==> src/rtl/mult_div_unit_pkg.sv <==
// SPECIAL-class funct codes served by the multiply/divide unit, plus a decode helper.
package mult_div_unit_pkg;

  localparam logic [5:0] FUNCT_MFHI  = 6'h10;
  localparam logic [5:0] FUNCT_MTHI  = 6'h11;
  localparam logic [5:0] FUNCT_MFLO  = 6'h12;
  localparam logic [5:0] FUNCT_MTLO  = 6'h13;
  localparam logic [5:0] FUNCT_MULT  = 6'h18;
  localparam logic [5:0] FUNCT_MULTU = 6'h19;
  localparam logic [5:0] FUNCT_DIV   = 6'h1A;
  localparam logic [5:0] FUNCT_DIVU  = 6'h1B;

  function automatic logic is_muldiv(input logic [5:0] funct);
    return (funct == FUNCT_MULT) || (funct == FUNCT_MULTU) ||
           (funct == FUNCT_DIV)  || (funct == FUNCT_DIVU);
  endfunction

endpackage

==> src/rtl/mdu_iter_core.sv <==
// Shared iterative datapath: shift-add multiply or restoring divide, one bit per step.
// Result sits in acc after DATA_WIDTH steps; step is only asserted by the owning FSM.
module mdu_iter_core #(
  parameter int DATA_WIDTH = 32
) (
  input  logic                    clk,
  input  logic                    rst,
  input  logic                    load,
  input  logic                    step,
  input  logic                    is_div,
  input  logic [DATA_WIDTH-1:0]   a_mag,
  input  logic [DATA_WIDTH-1:0]   b_mag,
  output logic [2*DATA_WIDTH-1:0] acc,
  output logic                    last
);
  localparam int W  = DATA_WIDTH;
  localparam int CW = $clog2(W);

  logic [W-1:0]   b_reg;
  logic [CW-1:0]  count;
  logic [W:0]     add_sum;
  logic [W:0]     trial;
  logic [2*W-1:0] acc_next;

  // Divide: acc upper half is the partial remainder, lower half shifts dividend out / quotient in.
  always_comb begin
    add_sum = {1'b0, acc[2*W-1:W]} + (acc[0] ? {1'b0, b_reg} : '0);
    trial   = acc[2*W-1:W-1] - {1'b0, b_reg};
    if (!is_div)
      acc_next = {add_sum, acc[W-1:1]};
    else if (!trial[W])
      acc_next = {trial[W-1:0], acc[W-2:0], 1'b1};
    else
      acc_next = {acc[2*W-2:0], 1'b0};
  end

  assign last = (count == '0);

  always_ff @(posedge clk or posedge rst) begin
    if (rst) begin
      acc   <= '0;
      b_reg <= '0;
      count <= '0;
    end else if (load) begin
      acc   <= {{W{1'b0}}, a_mag};
      b_reg <= b_mag;
      count <= CW'(W - 1);
    end else if (step) begin
      acc   <= acc_next;
      count <= count - 1'b1;
    end
  end

endmodule

==> src/rtl/mult_div_unit.sv <==
// Iterative MULT/MULTU/DIV/DIVU with HI/LO; busy for DATA_WIDTH+1 cycles, then a one-cycle done.
// Requests arriving while busy (including MTHI/MTLO) are dropped; flush aborts without touching HI/LO.
module mult_div_unit
  import mult_div_unit_pkg::*;
#(
  parameter int DATA_WIDTH = 32
) (
  input  logic                  clk,
  input  logic                  rst,
  input  logic                  start,
  input  logic [5:0]            funct,
  input  logic [DATA_WIDTH-1:0] operand_a,
  input  logic [DATA_WIDTH-1:0] operand_b,
  input  logic                  flush,
  output logic                  busy,
  output logic                  done,
  output logic [DATA_WIDTH-1:0] hi,
  output logic [DATA_WIDTH-1:0] lo
);
  localparam int W = DATA_WIDTH;

  typedef enum logic [1:0] {S_IDLE, S_CALC, S_FIXUP} state_t;

  state_t         state;
  logic           op_div;
  logic           neg_main;
  logic           neg_rem;
  logic           signed_op;
  logic           a_neg;
  logic           b_neg;
  logic           accept;
  logic           load;
  logic           last;
  logic [W-1:0]   a_mag;
  logic [W-1:0]   b_mag;
  logic [2*W-1:0] acc;

  assign signed_op = ~funct[0];
  assign a_neg     = signed_op & operand_a[W-1];
  assign b_neg     = signed_op & operand_b[W-1];
  assign a_mag     = a_neg ? -operand_a : operand_a;
  assign b_mag     = b_neg ? -operand_b : operand_b;
  assign accept    = (state == S_IDLE) && start && !flush;
  assign load      = accept && is_muldiv(funct);

  mdu_iter_core #(.DATA_WIDTH(W)) u_core (
    .clk    (clk),
    .rst    (rst),
    .load   (load),
    .step   (state == S_CALC),
    .is_div (op_div),
    .a_mag  (a_mag),
    .b_mag  (b_mag),
    .acc    (acc),
    .last   (last)
  );

  always_ff @(posedge clk or posedge rst) begin
    if (rst) begin
      state    <= S_IDLE;
      busy     <= 1'b0;
      done     <= 1'b0;
      hi       <= '0;
      lo       <= '0;
      op_div   <= 1'b0;
      neg_main <= 1'b0;
      neg_rem  <= 1'b0;
    end else begin
      done <= 1'b0;
      case (state)
        S_IDLE: begin
          if (accept && funct == FUNCT_MTHI) hi <= operand_a;
          if (accept && funct == FUNCT_MTLO) lo <= operand_a;
          if (load) begin
            state    <= S_CALC;
            busy     <= 1'b1;
            op_div   <= funct[1];
            neg_main <= a_neg ^ b_neg;
            neg_rem  <= a_neg;
          end
        end
        S_CALC: begin
          if (flush) begin
            state <= S_IDLE;
            busy  <= 1'b0;
          end else if (last) begin
            state <= S_FIXUP;
          end
        end
        S_FIXUP: begin
          state <= S_IDLE;
          busy  <= 1'b0;
          if (!flush) begin
            done <= 1'b1;
            if (!op_div) begin
              {hi, lo} <= neg_main ? -acc : acc;
            end else begin
              lo <= neg_main ? -acc[W-1:0]   : acc[W-1:0];
              hi <= neg_rem  ? -acc[2*W-1:W] : acc[2*W-1:W];
            end
          end
        end
        default: begin
          state <= S_IDLE;
          busy  <= 1'b0;
        end
      endcase
    end
  end

endmodule

==> config.mk <==
export PLATFORM = sky130hd
export DESIGN_NAME = mult_div_unit
export DESIGN_NICKNAME = d
export VERILOG_FILES = /design/src/rtl/mult_div_unit_pkg.sv /design/src/rtl/mdu_iter_core.sv /design/src/rtl/mult_div_unit.sv
export SDC_FILE = /design/constraint.sdc
export NUM_CORES = 1
export LEC_CHECK = 0
export BUFFER_PORTS_ARGS = -buffer_cell sky130_fd_sc_hd__buf_4
export CAP_MARGIN = 15
export CORE_MARGIN = 2
export CORE_UTILIZATION = 42
export DETAILED_ROUTE_END_ITERATION = 12
export GPL_ROUTABILITY_DRIVEN = 0
export PLACE_DENSITY = 0.57
export SLEW_MARGIN = 20
export SYNTH_ARGS = -nofsm -noshare
export SYNTH_HDL_FRONTEND = slang
export SYNTH_SLANG_ARGS = --single-unit
==> constraint.sdc <==
create_clock -name clk -period 16.3 [get_ports clk]
set_clock_uncertainty 0.05 [all_clocks]
set_input_delay 3.26 -clock clk [delete_from_list [all_inputs] [get_ports clk]]
set_output_delay 3.26 -clock clk [all_outputs]
set_load 0.03 [all_outputs]
==> results of run 1 <==
## worst max-delay path: cells and delay by family
kind / cells / cell delay (ps)
AOI/OAI and AO/OA: 3 / 400
and+or+nand+nor: 6 / 1790
buffers and inverters: 2 / 400
## per-stage QoR
step                area (um^2)  power, uW  worst slack, ps
finish                    16200       2730            10660
global placement          15600       2260            10310
global route              16200       2940            10440
floorplan                 14100       1850             8330
CTS                       16200       2720            10690
detailed placement        15600       2280            10220
## final cells by class
cell class                      instances  area, um^2  share of cell area, %
Antenna cell                            1        2.50                 0.0154
Clock buffer                           19         443                   2.73
Clock inverter                         11         170                   1.05
Inverter                               64         245                   1.51
Multi-Input combinational cell       1443        9290                   57.3
Sequential cell                       172        4310                   26.6
Tap cell                              448         561                   3.46
Timing Repair Buffer                  158        1190                   7.32
## cell usage after synthesis, types with 12 or more instances
master,count
sky130_fd_sc_hd__nand3_1,21
sky130_fd_sc_hd__nor3_1,34
sky130_fd_sc_hd__a22oi_1,19
sky130_fd_sc_hd__a21o_1,34
sky130_fd_sc_hd__nand2b_1,23
sky130_fd_sc_hd__dfrtp_1,172
sky130_fd_sc_hd__nand2_1,202
sky130_fd_sc_hd__o31ai_1,32
sky130_fd_sc_hd__o211ai_1,34
sky130_fd_sc_hd__mux2i_1,45
sky130_fd_sc_hd__buf_1,12
sky130_fd_sc_hd__inv_1,64
sky130_fd_sc_hd__clkbuf_1,75
sky130_fd_sc_hd__or3_1,19
sky130_fd_sc_hd__xor2_1,80
sky130_fd_sc_hd__a31oi_1,16
sky130_fd_sc_hd__nor2_1,158
sky130_fd_sc_hd__ha_1,70
sky130_fd_sc_hd__xnor2_1,96
sky130_fd_sc_hd__o21a_1,12
sky130_fd_sc_hd__o21ai_0,198
sky130_fd_sc_hd__nor2b_1,18
sky130_fd_sc_hd__a21oi_1,133
sky130_fd_sc_hd__and2_1,15
sky130_fd_sc_hd__o22ai_1,12
sky130_fd_sc_hd__a211oi_1,20
## routing by layer
metal	vias up	wire length, um	share of wire, %
met5	-	0	0
met4	0	882	2.1
met3	48	2190	5.1
met2	391	19600	46
met1	6293	19900	47
li1	6528	-	-
## worst min path at each step
stage | start | end | slack (ps) | depth (start not counted)
final | u_core.b_reg[15] | u_core.b_reg[15] | 430 | 2
after global routing | lo[14] | lo[14] | 460 | 2
after CTS | u_core.b_reg[14] | u_core.b_reg[14] | 440 | 2
after detailed placement | u_core.b_reg[14] | u_core.b_reg[14] | 420 | 2
after global placement | u_core.b_reg[6] | u_core.b_reg[6] | 410 | 2
after floorplan | u_core.b_reg[10] | u_core.b_reg[10] | 400 | 2
## cells by family after synthesis
family	after synthesis	share of synthesized area, %
xor+xnor	177	11.0
buf+inv	159	4.29
fa+ha+maj	72	6.48
simple gates	563	18.7
flops	172	30.4
mux	52	3.74
compound gates	579	25.3
## where the power goes
part           switching (uW)  total, uW  internal, uW
registers                 185        717           532
clock network             181        440           259
logic                     915       1580           660
total                    1280       2730          1450
==> reports/qor.txt, run 1 <==
startpoint of the most critical setup path: flush
Slowest-stage cell, CP: sky130_fd_sc_hd__and2_1
share of synthesized area occupied by flip-flops and latches: 30.4%
CP Launch Type: primary input
number of core rows: 67
Post-CTS Resized: 0
Congestion Overflow GR: 0
initial antenna violation count: 0
post-synthesis async set-or-reset flop share: 100%
largest fanout of any net on the critical path: 28
CTS Root Cell: sky130_fd_sc_hd__clkbuf_16
area of the die: 0.0351 mm^2
post-detailed-route via-to-cell ratio: 5.73
most frequent cells in the layout: 201 x sky130_fd_sc_hd__nand2_1, 198 x sky130_fd_sc_hd__o21ai_0, 171 x sky130_fd_sc_hd__dfrtp_1, 158 x sky130_fd_sc_hd__buf_4, 156 x sky130_fd_sc_hd__nor2_1
arrival time at the worst endpoint: 5880 ps
remaining number of nets flagged by the antenna check after routing: 0
path class of the lowest-slack min-delay path: flip-flop to flip-flop
Starting Density: 42.4%
layer with the highest usage after global routing: met2
ratio of total power to cell area: 169 mW/mm^2
CP max stage delay: 890 ps
Synth Instances: 1774
outcome: complete, no violations
deepest clock path buffer count: 2
total clock buffers created by CTS: 17
Yosys cell types: 73
utilization after layout: 48.6%
number of buffers inserted to repair setup after CTS: 0
final hold slack: 427 ps
crit path capture: u_core.acc[63]
Setup violations, final: 0
leading cell type in the layout, fill and taps excluded: sky130_fd_sc_hd__nand2_1
number of I/O port buffers: 139
Iter 0 DRT Violations: 881
signed area change from the synthesized netlist to the final layout: 14.6%
Post-Route Setup TNS: 0 ps
detailed-placement wirelength estimate: 32000 um
TritonCTS clock tree: yes
count of state elements after synthesis: 172
post-route insts no fill: 2316
Clk pin slew, worst setup/hold paths: 60 ps
clock latency reported for the late side of the worst-skew pair: 450 ps
# IOs: 140
Yosys top cell area share: 30.4%
setup repair after global routing missed its margin: false
RR Endpoint: u_core.acc[63]
most used flip-flop cell after synthesis: sky130_fd_sc_hd__dfrtp_1
Die W: 187 um
cell types occupying the most area after synthesis: sky130_fd_sc_hd__dfrtp_1 30%, sky130_fd_sc_hd__o21ai_0 7.0%, sky130_fd_sc_hd__ha_1 6.2%
global routing met3 resource utilization: 2.91%
source of the worst register-to-register timing path: u_core.acc[0]
via count: 13300
first-pass GRT wire length: 69000 um
met2 Use GR: 40.0%
highest attainable clock frequency: 177 MHz
Overall Global Routing Usage: 24.3%
critical path class: primary input to flip-flop
share of final-layout standard cells stronger than drive strength 1: 12.0%
clock sink total: 172
Die Ht: 187 um
final period utilization: 34.6%
total nets after synthesis: 1920
met1 Usage GRT: 33.8%
synthesis warning total: 0
series of cell instances along the critical path: buf_4, nor4b_1, and3_1, and2_1, nor2_2, buf_4, nand2_1, nand2_1, o31ai_1, a21o_1, a32oi_1
Crit path required time: 16540 ps
cell taking the most area after synthesis: sky130_fd_sc_hd__dfrtp_1
# placed instances: 2285
number of global-route vias before repair: 12700
Post-synth EDFFs: 0
core region area: 0.0334 mm^2
# nets final: 2002
Slew @ Worst Pin: 1090 ps
overall routed net length: 42600 um
Post-Synthesis Cell Area: 0.0141 mm^2
final count of pins violating max slew: 0
Max Cap Violations: 0
number of H-tree branching levels: 4
slack of the worst reg-to-reg path: 11520 ps
number of flip-flops under the largest register name: 64
Hold Vio Cnt, Final: 0
peak supply drop: 0.0913 mV
CP Capture Type: flip-flop
detailed-router iteration count before antenna repair: 7
minimum clock period after layout: 5640 ps
filler instances: 3332
register name with the most flops: u_core.acc
cts-stage hold buffer count: 0
worst reg2reg path depth: 13
average cell area after synthesis: 7.97 um^2
routed wirelength normalized by instance count: 18.4 um
Remaining DRCs: 0
largest net degree at the start of global routing: 67
static leakage: 0.00704 uW
worst relative slew slack: 27.3%
Power figures use the tool's default switching activity.
==> inputs of run 2 (changes only) <==
Settings changed: ABC_AREA from default to 1, PLACE_DENSITY 0.57 to 0.56.
Clock period 16.3 ns to 5.2 ns, I/O delays scaled along.
==> run 2 against run 1 <==
Against the previous run:
- global-route usage is 9.0 points higher
- cell area is 20% higher
- critical path depth is 7 higher
- largest power group unchanged
==> reports/qor.txt, run 2 <==
clock sink total: 172 (unchanged)
peak supply drop: 0.265 mV (was 0.0913 mV)
share of final-layout standard cells stronger than drive strength 1: 8.25% (was 12.0%)
Iter 0 DRT Violations: 2074 (was 881)
crit path capture: u_core.acc[59] (was u_core.acc[63])
synthesis warning total: 0 (unchanged)
total clock buffers created by CTS: 17 (unchanged)
Die Ht: 208 um (was 187 um)
number of flip-flops under the largest register name: 64 (unchanged)
cts-stage hold buffer count: 0 (unchanged)
worst relative slew slack: 32.7% (was 27.3%)
slack of the worst reg-to-reg path: 2000 ps (was 11520 ps)
total length of routed met2 wires: 33500 um (was 19600 um)
Remaining DRCs: 0 (unchanged)
filler instances: 4477 (was 3332)
post-synthesis async set-or-reset flop share: 100% (unchanged)
outcome: complete, no violations (unchanged)
core region area: 0.0409 mm^2 (was 0.0334 mm^2)
Synth Instances: 2986 (was 1774)
routed length on met1: 29200 um (was 19900 um)
number of H-tree branching levels: 4 (unchanged)
number of core rows: 74 (was 67)
# IOs: 140 (unchanged)
Hold Vio Cnt, Final: 0 (unchanged)
CP Launch Type: flip-flop (was primary input)
Setup violations, final: 0 (unchanged)
highest attainable clock frequency: 312 MHz
area of the die: 0.0431 mm^2 (was 0.0351 mm^2)
RR Endpoint: u_core.acc[59] (was u_core.acc[63])
first-pass GRT wire length: 110000 um (was 69000 um)
Overall Global Routing Usage: 33.3% (was 24.3%)
cell types with the highest counts after synthesis: 903 x sky130_fd_sc_hd__nand2_1, 425 x sky130_fd_sc_hd__inv_1, 389 x sky130_fd_sc_hd__nor2_1, 276 x sky130_fd_sc_hd__nand3_1, 176 x sky130_fd_sc_hd__o21ai_0 (was 202 x sky130_fd_sc_hd__nand2_1, 198 x sky130_fd_sc_hd__o21ai_0, 172 x sky130_fd_sc_hd__dfrtp_1, 158 x sky130_fd_sc_hd__nor2_1, 133 x sky130_fd_sc_hd__a21oi_1)
average cell area after synthesis: 5.83 um^2 (was 7.97 um^2)
critical path class: flip-flop to flip-flop (was primary input to flip-flop)
post-detailed-route via-to-cell ratio: 5.52 (was 5.73)
final period utilization: 61.6%
share of synthesized area occupied by flip-flops and latches: 24.7% (was 30.4%)
Yosys cell types: 49 (was 73)
Post-synth EDFFs: 0 (unchanged)
most used flip-flop cell after synthesis: sky130_fd_sc_hd__dfrtp_1 (unchanged)
CTS Root Cell: sky130_fd_sc_hd__clkbuf_16 (unchanged)
cell taking the most area after synthesis: sky130_fd_sc_hd__dfrtp_1 (unchanged)
met3 routed WL: 4810 um (was 2190 um)
Yosys top cell area share: 24.7% (was 30.4%)
initial antenna violation count: 1 (was 0)
remaining number of nets flagged by the antenna check after routing: 0 (unchanged)
final count of pins violating max slew: 0 (unchanged)
most numerous cell in the Yosys netlist: sky130_fd_sc_hd__nand2_1 (unchanged)
path class of the lowest-slack min-delay path: flip-flop to flip-flop (unchanged)
cell types occupying the most area after synthesis: sky130_fd_sc_hd__dfrtp_1 25%, sky130_fd_sc_hd__nand2_1 19%, sky130_fd_sc_hd__inv_1 9.2% (was sky130_fd_sc_hd__dfrtp_1 30%, sky130_fd_sc_hd__o21ai_0 7.0%, sky130_fd_sc_hd__ha_1 6.2%)
detailed-placement wirelength estimate: 57000 um (was 32000 um)
count of state elements after synthesis: 172 (unchanged)
largest net degree at the start of global routing: 132 (was 67)
worst reg2reg path depth: 18 (was 13)
leading cell type in the layout, fill and taps excluded: sky130_fd_sc_hd__nand2_1 (unchanged)
# nets final: 3214 (was 2002)
static leakage: 0.0101 uW (was 0.00704 uW)
Congestion Overflow GR: 0 (unchanged)
largest fanout of any net on the critical path: 32 (was 28)
clock latency reported for the late side of the worst-skew pair: 480 ps (was 450 ps)
routed wirelength normalized by instance count: 20.1 um (was 18.4 um)
area of all sequential standard cells: 0.00431 mm^2 (unchanged)
startpoint of the most critical setup path: u_core.acc[0] (was flush)
deepest clock path buffer count: 2 (unchanged)
detailed-router iteration count before antenna repair: 6 (was 7)
TritonCTS clock tree: yes (unchanged)
uppermost metal layer occupied by signal nets: met4 (unchanged)
Post-Route Setup TNS: 0 ps (unchanged)
overall routed net length: 72600 um (was 42600 um)
source of the worst register-to-register timing path: u_core.acc[0] (unchanged)
minimum clock period after layout: 3200 ps
number of I/O port buffers: 139 (unchanged)
area of the multi-input gates: 0.0110 mm^2 (was 0.00929 mm^2)
Clk pin slew, worst setup/hold paths: 70 ps (was 60 ps)
register name with the most flops: u_core.acc (unchanged)
Starting Density: 42.6% (was 42.4%)
Post-Synthesis Cell Area: 0.0174 mm^2 (was 0.0141 mm^2)
ratio of total power to cell area: 515 mW/mm^2 (was 169 mW/mm^2)
most frequent cells in the layout: 903 x sky130_fd_sc_hd__nand2_1, 424 x sky130_fd_sc_hd__inv_1, 387 x sky130_fd_sc_hd__nor2_1, 276 x sky130_fd_sc_hd__nand3_1, 176 x sky130_fd_sc_hd__o21ai_0 (was 201 x sky130_fd_sc_hd__nand2_1, 198 x sky130_fd_sc_hd__o21ai_0, 171 x sky130_fd_sc_hd__dfrtp_1, 158 x sky130_fd_sc_hd__buf_4, 156 x sky130_fd_sc_hd__nor2_1)
final hold slack: 422 ps (was 427 ps)
number of buffers inserted to repair setup after CTS: 0 (unchanged)
CP Capture Type: flip-flop (unchanged)
number of global-route vias before repair: 18600 (was 12700)
Post-CTS Resized: 0 (unchanged)
Die W: 208 um (was 187 um)
via count: 19900 (was 13300)
Max Cap Violations: 0 (unchanged)
arrival time at the worst endpoint: 3510 ps (was 5880 ps)
setup repair after global routing missed its margin: false (unchanged)
total nets after synthesis: 3132 (was 1920)
Slew @ Worst Pin: 1010 ps (was 1090 ps)
Crit path required time: 5510 ps (was 16540 ps)
signed area change from the synthesized netlist to the final layout: 11.9% (was 14.6%)
## run 2: worst min-delay path by stage
stage                          startpoint              end  slack, ps  cells after the start
final                               lo[1]            lo[1]        420                      2
after detailed placement            lo[1]            lo[1]        410                      2
after global placement              lo[1]            lo[1]        410                      2
after CTS                           lo[1]            lo[1]        430                      2
after global routing                lo[1]            lo[1]        440                      2
after floorplan           u_core.count[4]  u_core.count[4]        410                      1
## run 2: cell families (layout without fill, tap and decap cells)
logic type / Yosys count / in the layout / synth area share, %
flip-flops: 172 / 172 / 24.7
XOR/XNOR: 52 / 52 / 2.62
other: 0 / 1 / 0
buffers and inverters: 534 / 628 / 11.9
AO/OA/AOI/OAI: 447 / 447 / 14.1
adder cells (fa/ha/maj): 72 / 72 / 5.26
AND/OR/NAND/NOR: 1709 / 1709 / 41.3
## run 2: layout make-up
cell class                      instances  share of cell area [%]
Sequential cell                       172                    22.1
Timing Repair Buffer                  159                    6.19
Inverter                              438                    8.45
Clock buffer                           19                    2.22
Multi-Input combinational cell       2280                    56.6
Clock inverter                         12                   0.995
Antenna cell                            1                  0.0128
Tap cell                              532                    3.41
## run 2: report_power, final
part           internal (uW)  switching (uW)  leakage, uW  total (uW)
combinational           1970            4160      0.00773        6130
clock                    847             603     0.000303        1450
sequential              1690             771      0.00205        2460
total                   4510            5530       0.0101       10000
## run 2: stage by stage
step / area (um^2) / std cells / utilization (%) / power [uW] / worst slack (ps)
after global routing: 19500 / 3612 / 47.6 / 10800 / 1660
after floorplan: 17400 / 2986 / - / 6530 / 1910
final: 19500 / 3613 / 47.6 / 10000 / 2000
after detailed placement: 18900 / 3581 / 46.1 / 8480 / 1790
after CTS: 19500 / 3612 / 47.6 / 9950 / 2030
after global placement: 18900 / 3581 / 46.1 / 8430 / 1810
## run 2: routing by layer
metal | vias up | global-route usage, %
li1 | 9713 | -
met2 | 864 | 54.6
met4 | 0 | 20.8
met3 | 178 | 4.45
met5 | - | 0
met1 | 9179 | 41.6
## run 2: critical path: stages, from the launching register on
cell,delay (ps)
sky130_fd_sc_hd__dfrtp_1,420
sky130_fd_sc_hd__buf_4,370
sky130_fd_sc_hd__nand2_1,90
sky130_fd_sc_hd__inv_1,60
sky130_fd_sc_hd__ha_1,180
sky130_fd_sc_hd__inv_1,60
sky130_fd_sc_hd__fa_1,440
sky130_fd_sc_hd__o21ai_1,390
sky130_fd_sc_hd__nand2_1,160
sky130_fd_sc_hd__nand2_1,120
sky130_fd_sc_hd__nand2_1,50
sky130_fd_sc_hd__nand2_1,140
sky130_fd_sc_hd__nand2_1,90
sky130_fd_sc_hd__nand3_1,90
sky130_fd_sc_hd__nand2_1,50
sky130_fd_sc_hd__nor2_1,130
sky130_fd_sc_hd__nor2_1,50
sky130_fd_sc_hd__nand2_1,80
sky130_fd_sc_hd__nand2_1,50
